--- src/rtl/riscv_pkg.sv ---
// -----------------------------------------------------------------------------
// riscv_pkg
//   Shared RV32I constants: base opcodes and instruction format classification.
//   Used by the instruction encoder and by the immediate generator so both sides
//   agree on which opcode implies which immediate layout.
// Contents
//   OP_*    7-bit major opcodes (inst[6:0])
//   fmt_e   instruction format class
//   fmt_of  opcode -> format; unknown opcodes map to FMT_X
// -----------------------------------------------------------------------------
package riscv_pkg;

  localparam logic [6:0] OP_JAL    = 7'b1101111;
  localparam logic [6:0] OP_JALR   = 7'b1100111;
  localparam logic [6:0] OP_LUI    = 7'b0110111;
  localparam logic [6:0] OP_AUIPC  = 7'b0010111;
  localparam logic [6:0] OP_IMM    = 7'b0010011;
  localparam logic [6:0] OP_LOAD   = 7'b0000011;
  localparam logic [6:0] OP_STORE  = 7'b0100011;
  localparam logic [6:0] OP_BRANCH = 7'b1100011;
  localparam logic [6:0] OP_REG    = 7'b0110011;

  typedef enum logic [2:0] {
    FMT_R,
    FMT_I,
    FMT_S,
    FMT_B,
    FMT_U,
    FMT_J,
    FMT_X
  } fmt_e;

  function automatic fmt_e fmt_of(input logic [6:0] op);
    fmt_e f;
    case (op)
      OP_JAL:                    f = FMT_J;
      OP_JALR, OP_IMM, OP_LOAD:  f = FMT_I;
      OP_LUI, OP_AUIPC:          f = FMT_U;
      OP_STORE:                  f = FMT_S;
      OP_BRANCH:                 f = FMT_B;
      OP_REG:                    f = FMT_R;
      default:                   f = FMT_X;
    endcase
    return f;
  endfunction

endpackage

--- src/rtl/inst_pack.sv ---
// -----------------------------------------------------------------------------
// inst_pack
//   Combinational RV32I field packer: places opcode, register, funct and
//   immediate fields into a 32-bit instruction word. Immediate bits that do not
//   fit the selected format are dropped.
//   Build option: IMM_RANGE_CHECK_EN -- when defined, o_imm_err flags an
//   immediate that cannot be represented exactly in the selected format; when
//   undefined, no check logic is built and o_imm_err is 0.
// Ports
//   i_opcode   7   major opcode, selects format
//   i_rd       5   destination register
//   i_rs1      5   source register 1
//   i_rs2      5   source register 2
//   i_funct3   3   funct3 field
//   i_funct7   7   funct7 field (R-type only)
//   i_imm      32  signed immediate (byte offset for B/J, full value for U)
//   o_inst_code 32 encoded instruction
//   o_imm_err  1   immediate out of range for the selected format
// -----------------------------------------------------------------------------
module inst_pack
  import riscv_pkg::*;
(
  input  logic [6:0]  i_opcode,
  input  logic [4:0]  i_rd,
  input  logic [4:0]  i_rs1,
  input  logic [4:0]  i_rs2,
  input  logic [2:0]  i_funct3,
  input  logic [6:0]  i_funct7,
  input  logic [31:0] i_imm,
  output logic [31:0] o_inst_code,
  output logic        o_imm_err
);

  fmt_e w_fmt;

  assign w_fmt = fmt_of(i_opcode);

  always_comb begin
    o_inst_code = {25'b0, i_opcode};
    case (w_fmt)
      FMT_I: o_inst_code = {i_imm[11:0], i_rs1, i_funct3, i_rd, i_opcode};
      FMT_S: o_inst_code = {i_imm[11:5], i_rs2, i_rs1, i_funct3, i_imm[4:0], i_opcode};
      FMT_B: o_inst_code = {i_imm[12], i_imm[10:5], i_rs2, i_rs1, i_funct3,
                            i_imm[4:1], i_imm[11], i_opcode};
      FMT_U: o_inst_code = {i_imm[31:12], i_rd, i_opcode};
      FMT_J: o_inst_code = {i_imm[20], i_imm[10:1], i_imm[11], i_imm[19:12],
                            i_rd, i_opcode};
      FMT_R: o_inst_code = {i_funct7, i_rs2, i_rs1, i_funct3, i_rd, i_opcode};
      default: o_inst_code = {25'b0, i_opcode};
    endcase
  end

`ifdef IMM_RANGE_CHECK_EN
  // An immediate fits an N-bit signed field when all bits from the field's
  // sign bit upward are identical.
  logic w_bad12;
  logic w_bad13;
  logic w_bad21;
  logic w_bad_u;

  assign w_bad12 = !((&i_imm[31:11]) || !(|i_imm[31:11]));
  assign w_bad13 = !((&i_imm[31:12]) || !(|i_imm[31:12])) || i_imm[0];
  assign w_bad21 = !((&i_imm[31:20]) || !(|i_imm[31:20])) || i_imm[0];
  assign w_bad_u = |i_imm[11:0];

  always_comb begin
    o_imm_err = 1'b0;
    case (w_fmt)
      FMT_I, FMT_S: o_imm_err = w_bad12;
      FMT_B:        o_imm_err = w_bad13;
      FMT_J:        o_imm_err = w_bad21;
      FMT_U:        o_imm_err = w_bad_u;
      default:      o_imm_err = 1'b0;
    endcase
  end
`else
  assign o_imm_err = 1'b0;
`endif

endmodule

--- src/rtl/inst_encoder.sv ---
// -----------------------------------------------------------------------------
// inst_encoder
//   Streams RV32I instruction words from field requests toward an instruction
//   memory write port. Each accepted request is packed by inst_pack, buffered
//   in a 2-entry (output register + skid) pipeline and handed out with a
//   sequential byte address bound at output time.
//   Build option: IMM_RANGE_CHECK_EN -- when defined, per-word immediate range
//   errors are reported on imm_err and accumulated in err_sticky; when
//   undefined, both are tied 0 and err_clr is ignored.
// Parameters
//   BASE_ADDR  byte address of the first word after reset / addr_clr
//   ADDR_W     width of out_addr (wraps modulo 2**ADDR_W)
// Ports
//   clk        clock, rising edge
//   reset      asynchronous active-low reset
//   in_valid   request valid           in_ready   can accept (registered)
//   opcode/rd/rs1/rs2/funct3/funct7/imm   request fields
//   addr_clr   reload address counter  err_clr    clear err_sticky
//   out_valid  output word valid       out_ready  consumer accepts
//   inst_code  encoded word            out_addr   byte address of inst_code
//   imm_err    range error of word     err_sticky accumulated range errors
// -----------------------------------------------------------------------------
module inst_encoder
  import riscv_pkg::*;
#(
  parameter logic [31:0] BASE_ADDR = 32'h0,
  parameter int unsigned ADDR_W    = 32
) (
  input  logic              clk,
  input  logic              reset,
  input  logic              in_valid,
  output logic              in_ready,
  input  logic [6:0]        opcode,
  input  logic [4:0]        rd,
  input  logic [4:0]        rs1,
  input  logic [4:0]        rs2,
  input  logic [2:0]        funct3,
  input  logic [6:0]        funct7,
  input  logic [31:0]       imm,
  input  logic              addr_clr,
  input  logic              err_clr,
  output logic              out_valid,
  input  logic              out_ready,
  output logic [31:0]       inst_code,
  output logic [ADDR_W-1:0] out_addr,
  output logic              imm_err,
  output logic              err_sticky
);

  localparam logic [ADDR_W-1:0] BASE = ADDR_W'(BASE_ADDR);
  localparam logic [ADDR_W-1:0] STEP = ADDR_W'(4);

  logic [31:0]       w_pack_code;
  logic              w_pack_err;

  logic              r_in_ready;
  logic              r_out_valid;
  logic [31:0]       r_out_code;
  logic              r_skid_valid;
  logic [31:0]       r_skid_code;
  logic [ADDR_W-1:0] r_addr;

  logic              w_acc;
  logic              w_pop;
  logic              w_out_load_in;
  logic              w_out_load_skid;
  logic              w_skid_load;
  logic              w_out_valid_nxt;
  logic              w_skid_valid_nxt;

  inst_pack u_pack (
    .i_opcode    (opcode),
    .i_rd        (rd),
    .i_rs1       (rs1),
    .i_rs2       (rs2),
    .i_funct3    (funct3),
    .i_funct7    (funct7),
    .i_imm       (imm),
    .o_inst_code (w_pack_code),
    .o_imm_err   (w_pack_err)
  );

  // in_ready is the registered complement of the next skid occupancy, so a
  // request is only ever accepted while the skid is empty. With that
  // invariant the buffer moves reduce to three load enables: the output
  // register takes the skid word on a pop when the skid is full, otherwise
  // the new word whenever it is free or being emptied; the new word parks in
  // the skid only when the output register is full and stalled.
  always_comb begin
    w_acc           = in_valid && r_in_ready;
    w_pop           = r_out_valid && out_ready;
    w_out_load_skid = r_skid_valid && w_pop;
    w_out_load_in   = w_acc && (!r_out_valid || w_pop);
    w_skid_load     = w_acc && r_out_valid && !w_pop;
    w_out_valid_nxt = r_skid_valid || w_acc || (r_out_valid && !w_pop);
    w_skid_valid_nxt = r_skid_valid ? !w_pop : w_skid_load;
  end

  always_ff @(posedge clk or negedge reset) begin
    if (!reset) begin
      r_in_ready   <= 1'b0;
      r_out_valid  <= 1'b0;
      r_out_code   <= '0;
      r_skid_valid <= 1'b0;
      r_skid_code  <= '0;
    end else begin
      r_in_ready   <= !w_skid_valid_nxt;
      r_out_valid  <= w_out_valid_nxt;
      r_skid_valid <= w_skid_valid_nxt;
      if (w_out_load_skid) begin
        r_out_code <= r_skid_code;
      end else if (w_out_load_in) begin
        r_out_code <= w_pack_code;
      end
      if (w_skid_load) begin
        r_skid_code <= w_pack_code;
      end
    end
  end

  // addr_clr wins over a same-cycle advance; the word handed over in that
  // cycle has already been presented with its old address.
  always_ff @(posedge clk or negedge reset) begin
    if (!reset) begin
      r_addr <= BASE;
    end else if (addr_clr) begin
      r_addr <= BASE;
    end else if (w_pop) begin
      r_addr <= r_addr + STEP;
    end
  end

`ifdef IMM_RANGE_CHECK_EN
  logic r_out_err;
  logic r_skid_err;
  logic r_sticky;

  always_ff @(posedge clk or negedge reset) begin
    if (!reset) begin
      r_out_err  <= 1'b0;
      r_skid_err <= 1'b0;
    end else begin
      if (w_out_load_skid) begin
        r_out_err <= r_skid_err;
      end else if (w_out_load_in) begin
        r_out_err <= w_pack_err;
      end
      if (w_skid_load) begin
        r_skid_err <= w_pack_err;
      end
    end
  end

  // A set from a word being handed over beats a same-cycle clear.
  always_ff @(posedge clk or negedge reset) begin
    if (!reset) begin
      r_sticky <= 1'b0;
    end else if (w_pop && r_out_err) begin
      r_sticky <= 1'b1;
    end else if (err_clr) begin
      r_sticky <= 1'b0;
    end
  end

  assign imm_err    = r_out_err;
  assign err_sticky = r_sticky;
`else
  logic w_unused;

  assign w_unused   = ^{w_pack_err, err_clr};
  assign imm_err    = 1'b0;
  assign err_sticky = 1'b0;
`endif

  assign in_ready  = r_in_ready;
  assign out_valid = r_out_valid;
  assign inst_code = r_out_code;
  assign out_addr  = r_addr;

endmodule

--- config.mk ---
export PLATFORM = sky130hd
export DESIGN_NAME = inst_encoder
export DESIGN_NICKNAME = d
export VERILOG_FILES = /design/src/rtl/riscv_pkg.sv /design/src/rtl/inst_pack.sv /design/src/rtl/inst_encoder.sv
export SDC_FILE = /design/constraint.sdc
export NUM_CORES = 1
export LEC_CHECK = 0
export ABC_CLOCK_PERIOD_IN_PS = 4730
export CAP_MARGIN = 20
export CORE_ASPECT_RATIO = 0.5
export CORE_UTILIZATION = 29
export DETAILED_ROUTE_END_ITERATION = 12
export REMOVE_ABC_BUFFERS = 1
export SETUP_SLACK_MARGIN = 0.3
export SLEW_MARGIN = 20
export SYNTH_ARGS = -nofsm -noshare
export SYNTH_HDL_FRONTEND = slang
export SYNTH_SLANG_ARGS = --single-unit
--- constraint.sdc ---
create_clock -name clk -period 4.73 [get_ports clk]
set_input_delay 0.473 -clock clk [delete_from_list [all_inputs] [get_ports clk]]
set_output_delay 0.473 -clock clk [all_outputs]
set_load 0.03 [all_outputs]
== After elaboration in Yosys (flattened, before gate mapping) ==
Index checks and enable logic that the tools add are counted.

* Logic and storage cells: 46
* Input bits: 70
* Bits in registers: 99

* Equal/unequal tests: 14
* $add $sub $neg: 1
* Reductions and logical operators: 18
* Muxes and demuxes: 7

{| class="wikitable"
|+ Operators by type and width
! cell !! number
|-
| $pmux W32 S6 || 1
|-
| $mux W32 || 4
|-
| $add A32 B3 Y32 const B || 1
|-
| $eq A7 B6 Y1 const B || 3
|-
| $eq A7 B7 Y1 const B || 3
|-
| $pmux W3 S6 || 1
|-
| $eq A7 B5 Y1 const B || 2
|-
| $eq A7 B2 Y1 const B || 1
|-
| $logic_and A1 B1 Y1 || 7
|-
| $eq A3 B2 Y1 const B || 2
|-
| $eq A3 B3 Y1 const B || 2
|-
| $reduce_bool A2 Y1 || 2
|-
| $eq A3 B1 Y1 const B || 1
|-
| $logic_not A1 Y1 || 3
|-
| $logic_not A3 Y1 || 1
|-
| $logic_or A1 B1 Y1 || 3
|-
| $reduce_or A3 Y1 || 1
|-
| $reduce_or A2 Y1 || 1
|-
| $mux W1 || 1
|}

== Logic depth before layout (Yosys ltp) ==
* Depth after elaboration: 7
* Mapped depth: 8
* Gate-level depth less buffers: 5

== By module ==
From an unflattened synthesis, not the netlist that was laid out.

* Cell total of the unflattened synthesis: 487
* Area, all modules: 5126.2 um^2

{| class="wikitable"
|+ By module, submodules not included
! module !! instances !! area an instance (um^2) !! cells each
|-
| inst_encoder || 1 || 4476.8 || 395
|-
| inst_pack || 1 || 649.4 || 92
|}

== Worst setup path before layout ==
No wires, ideal clock.

* Path type: flip-flop to flip-flop
* From: reg r_addr[2], in the netlist out_addr[2]
* To: reg r_addr[22], in the netlist out_addr[22]
* Path buffers: 1
* Setup slack: 2.676 ns
* Data arrival time: 1.926 ns
* Stages on the path, launching flop included: 7
* Required time: 4.602 ns
* Cells stage by stage: dfrtp_1 -> ha_1 -> nand3_1 -> or2_1 -> buf_2 -> nor4_2 -> mux2_1

* Longest elaborated chain between the ends: 3

{| class="wikitable"
|+ Ends and longest elaborated chain
! element !! RTL line !! RTL
|-
| start: declaration || inst_encoder.sv:61 || <nowiki>logic [ADDR_W-1:0] r_addr;</nowiki>
|-
| start signal: assignment || inst_encoder.sv:129 || <nowiki>r_addr <= r_addr + STEP;</nowiki>
|-
| $add A32 B3 Y32 || inst_encoder.sv:129 ||
|-
| $mux W32 || inst_encoder.sv:128 || <nowiki>end else if (w_pop) begin</nowiki>
|-
| $mux W32 || inst_encoder.sv:126 || <nowiki>end else if (addr_clr) begin</nowiki>
|}

Every way passes these cells. The select of a mux whose other input is x is not followed.
A chain may end at the register's enable or synchronous reset.

== Worst setup path in the final report ==
* From: in opcode[6]
* To: reg r_out_code[20], in the netlist inst_code[20]

* Longest elaborated chain between the ends: 7
* Elaborated cells on any way between the ends: 21
* Classes of those cells: eq/ne (14); mux (4); reduce/logical (3)

{| class="wikitable"
|+ Ends and longest elaborated chain
! element !! RTL line !! RTL
|-
| start: declaration || inst_encoder.sv:33 || <nowiki>input logic [6:0] opcode,</nowiki>
|-
| $eq A7 B7 Y1 (tied with other cells) || riscv_pkg.sv:35 || <nowiki>case (op)</nowiki>
|-
| $reduce_or A3 Y1 / $reduce_or A2 Y1 (equally long branches) || riscv_pkg.sv:35 ||
|-
| $pmux W3 S6 (*) || riscv_pkg.sv:35 ||
|-
| $eq A3 B3 Y1 (tied with other cells) || inst_pack.sv:40 || <nowiki>case (w_fmt)</nowiki>
|-
| $pmux W32 S6 (*) || inst_pack.sv:40 ||
|-
| $mux W32 (*) || inst_encoder.sv:112 || <nowiki>end else if (w_out_load_in) begin</nowiki>
|-
| $mux W32 (*) || inst_encoder.sv:110 || <nowiki>if (w_out_load_skid) begin</nowiki>
|-
| end signal: assignment || inst_encoder.sv:111 || <nowiki>r_out_code <= r_skid_code;</nowiki>
|-
| end signal: assignment || inst_encoder.sv:113 || <nowiki>r_out_code <= w_pack_code;</nowiki>
|-
| end: declaration || inst_encoder.sv:58 || <nowiki>logic [31:0] r_out_code;</nowiki>
|}

Mark *: on every way between the ends. The rest lies on a longest branch, timed or not. The select of a mux whose other input is x is not followed.

==> impl_metrics.yaml <==
layout:
  finalInstanceArea_sq_um: 6760
  areaGrowthSynthToFinish_pct: 34.7
  antennaDiodeCount: 0
  post-route-util_pct: 40.6
  drive_above_1_share_pct: 7.20
  nNetsFinal: 705
sta:
  worstMarginPinSlew_ns: 0.977
  rsz0062_at_grt: "false"
  tns_ns: 0
  final_max_slew_viol_count: 0
  max-slew-margin-rel_pct: 34.7
  post-route-period-util_pct: 56.1
  fin_crit_ns: 2.65
  finalWorstSetupSlack_ns: 2.08
  fmax_mhz: 377
  skew_ns: 0.0101
  setup_violations: 0
  hold_viol: 0
setup_path:
  crit_type: "primary input to flip-flop"
  worst_setup_path_end_kind: "flip-flop"
  cpLargestDelayFamily: "simple AND/OR/NAND/NOR gates"
  reg2regPathDepth: 4
  path_depth: 5
  arrival_ns: 2.91
  cp_max_fo: 18
  worstPathRequired_ns: 4.99
  startpoint_type: "primary input"
  crit_path_top_delay_cell: "clkdlybuf4s50_1"
  rrSetupSlack_ns: 2.28
  cpPeakStageDelay_ns: 0.89
  critPathBufInv: 1
  cp_cell_sequence: "clkdlybuf4s50_1, nand4b_1, nor2_2, a221oi_1, a21oi_1"
yosys:
  ys_seq_area_share_pct: 48.4
  synth_area_per_cell_sq_um: 9.54
  synth_area_sq_um: 5020
  synth_cells: 526
  async_reset_ff_share_pct: 100
  yosysUniqueCellTypes: 56
  synth-seq-cells: 97
  ys.flop_type: "dfrtp_1"
  synth-edff-count: 0
  synth-warning-count: 0
clock_tree:
  cts_root_buf: "clkbuf_16"
  clkLatencyLatePin_ns: 0.34
  cts_buffers: 9
  ctsResizeCount: 0
  cts_buffer_depth: 2
  cts_tree: "yes"
  post_cts_buffers: 0
  hold_buffers: 0
  cts.htree.levels: 3
  clkSinkCount: 97
  clk_pin_slew_ns: 0.07
floorplanning:
  die_y_um: 95.0
  ios: 138
  die_w_um: 188
  start_util_pct: 30.2
  core_area_sq_um: 16600
  die_area_sq_um: 17900
  fp-row-count: 33
power:
  power_switching_uw: 1230
  seqPwrFrac_pct: 39.8
  powerDensity_nw_per_um2: 474
  p_sw_share_pct: 38.4
  ir_worst_vdd_uv: 207
  leakagePower_uw: 0.00259
  comb_power_share_pct: 38.7
  p_int_uw: 1970
  power.total_uw: 3200
  clkPwrFrac_pct: 21.5
min_path:
  hold_class: "primary input to async pin"
place:
  post-dp-hpwl_um: 9960
  dpl_cell_area_sq_um: 6480
  gp_congestion: 0.803
  io_buffers: 132
  detailedPlace.worstSlack_ns: 1.69
flow_run:
  maxCapViolations: 0
global_route:
  grt_pass1_vias: 4198
  grt_first_pass_wirelength_um: 23000
  grt_max_degree: 55
  overflow: 0
  grt_usage_pct: 16.4
  antenna_found_initial: 0
routing:
  avgViaCountPerCell: 5.20
  drt_iter0_drc: 261
  routed_wl_um: 14500
  ant_nets: 0
  post-route-drc-count: 0
  vias: 4505
  post_drt_wl_per_cell_um: 16.7
  firstDrtPassIters: 5
run_status:
  status: "finished clean"
[cell usage after synthesis (3+ instances only)]
library cell	instances	area share [%]
a21oi_1	29	2.9
a21oi_2	3	0.52
a221oi_1	3	0.52
a222oi_1	5	1.0
a22oi_1	15	2.2
a31oi_1	26	3.2
and3_1	3	0.37
and4_1	3	0.52
buf_2	19	1.9
buf_4	5	0.75
clkbuf_1	17	1.3
dfrtp_1	97	48
inv_1	9	0.67
mux2_1	12	2.7
mux2i_1	7	1.4
nand2_1	53	4.0
nand3_1	35	3.5
nand4_1	5	0.62
nor2_1	42	3.1
nor2b_1	15	1.9
nor3_1	4	0.40
nor4_1	6	0.75
nor4_2	7	1.7
o211ai_1	10	1.5
o21ai_0	21	2.1
o21ai_1	4	0.40
o22ai_1	16	2.0
o31ai_1	6	0.90
or3_1	5	0.62
or4_1	5	0.75
xnor2_1	5	0.87
[routing by layer]
layer | up-vias | track usage (%) | share of wire, %
met5 | - | 0 | 0
met4 | 0 | 4.13 | 1.3
met3 | 14 | 3.68 | 4.8
met2 | 132 | 27.9 | 49
met1 | 2201 | 21.4 | 45
li1 | 2158 | - | -
[path summary, 6_finish.rpt]
kind / start / to
min: reset / inst_code[3]
min in group clk: r_skid_code[6] / r_skid_code[6]
min reg2reg: r_skid_code[6] / r_skid_code[6]
max: opcode[6] / inst_code[20]
max reg2reg: out_valid / r_skid_code[20]
max in group asynchronous: reset / out_addr[16]
[layout by cell type (no fill, tap or decap), types with 3 or more instances in the layout]
master / Yosys / final
nor3_1: 4 / 3
mux2_1: 12 / 12
nor2_1: 42 / 42
a222oi_1: 5 / 5
a221oi_1: 3 / 3
a31oi_1: 26 / 26
inv_1: 9 / 9
buf_4: 5 / 5
o21ai_0: 21 / 21
a21oi_2: 3 / 3
xnor2_1: 5 / 5
dfrtp_1: 97 / 97
nand4_1: 5 / 5
or3_1: 5 / 5
conb_1: 1 / 4
and4_1: 3 / 3
nor4_2: 7 / 7
nand3_1: 35 / 35
or4_1: 5 / 5
o22ai_1: 16 / 16
clkdlybuf4s50_1: 0 / 131
mux2i_1: 7 / 7
a21oi_1: 29 / 29
o31ai_1: 6 / 6
o211ai_1: 10 / 10
and3_1: 3 / 3
o21ai_1: 4 / 4
a22oi_1: 15 / 15
nand2_1: 53 / 53
nor2b_1: 15 / 14
clkbuf_16: 0 / 9
nor4_1: 6 / 6
[cell type report]
type / count / area (sq um)
flip-flops and latches: 97 / 2430
fillers: 1651 / 9880
clock inverters: 7 / 52.6
multi-input cells: 381 / 2390
repair buffers: 136 / 1350
well taps: 227 / 284
clock buffers: 9 / 225
inverters: 9 / 33.8
[power groups by stage]
stage | Sequential (uW) | Combinational (uW) | Clock, uW
after detailed placement | 1290 | 1250 | 0
after global routing | 1310 | 1340 | 753
final | 1280 | 1240 | 688
after floorplan | 1530 | 451 | 0
after CTS | 1280 | 1250 | 712
after global placement | 1280 | 1230 | 0
[through the flow]
| stage | hold WS, ns | cells |
|---|---|---|
| floorplan | 0.177 | 487 |
| global placement | 0.459 | 850 |
| detailed placement | 0.470 | 850 |
| CTS | 0.197 | 866 |
| global route | 0.223 | 866 |
| finish | 0.160 | 866 |
[flip-flops by register name, summed over array words and instances, names as in the netlist]
signal,count
r_skid_valid,1
out_addr,30
r_skid_code,32
out_valid,1
in_ready,1
inst_code,32
[logic make-up after synthesis]
| logic type | count (synthesis) | synth area share, % |
|---|---|---|
| buffers and inverters | 51 | 4.81 |
| AOI/OAI and AO/OA | 147 | 18.9 |
| muxes | 21 | 4.54 |
| and+or+nand+nor | 201 | 21.8 |
| xor gates and xnor gates | 7 | 1.22 |
| DFF | 97 | 48.4 |
| adders and majority gates | 1 | 0.249 |
| other | 1 | 0.0747 |
Note: power is estimated with default switching activity, not from simulation.
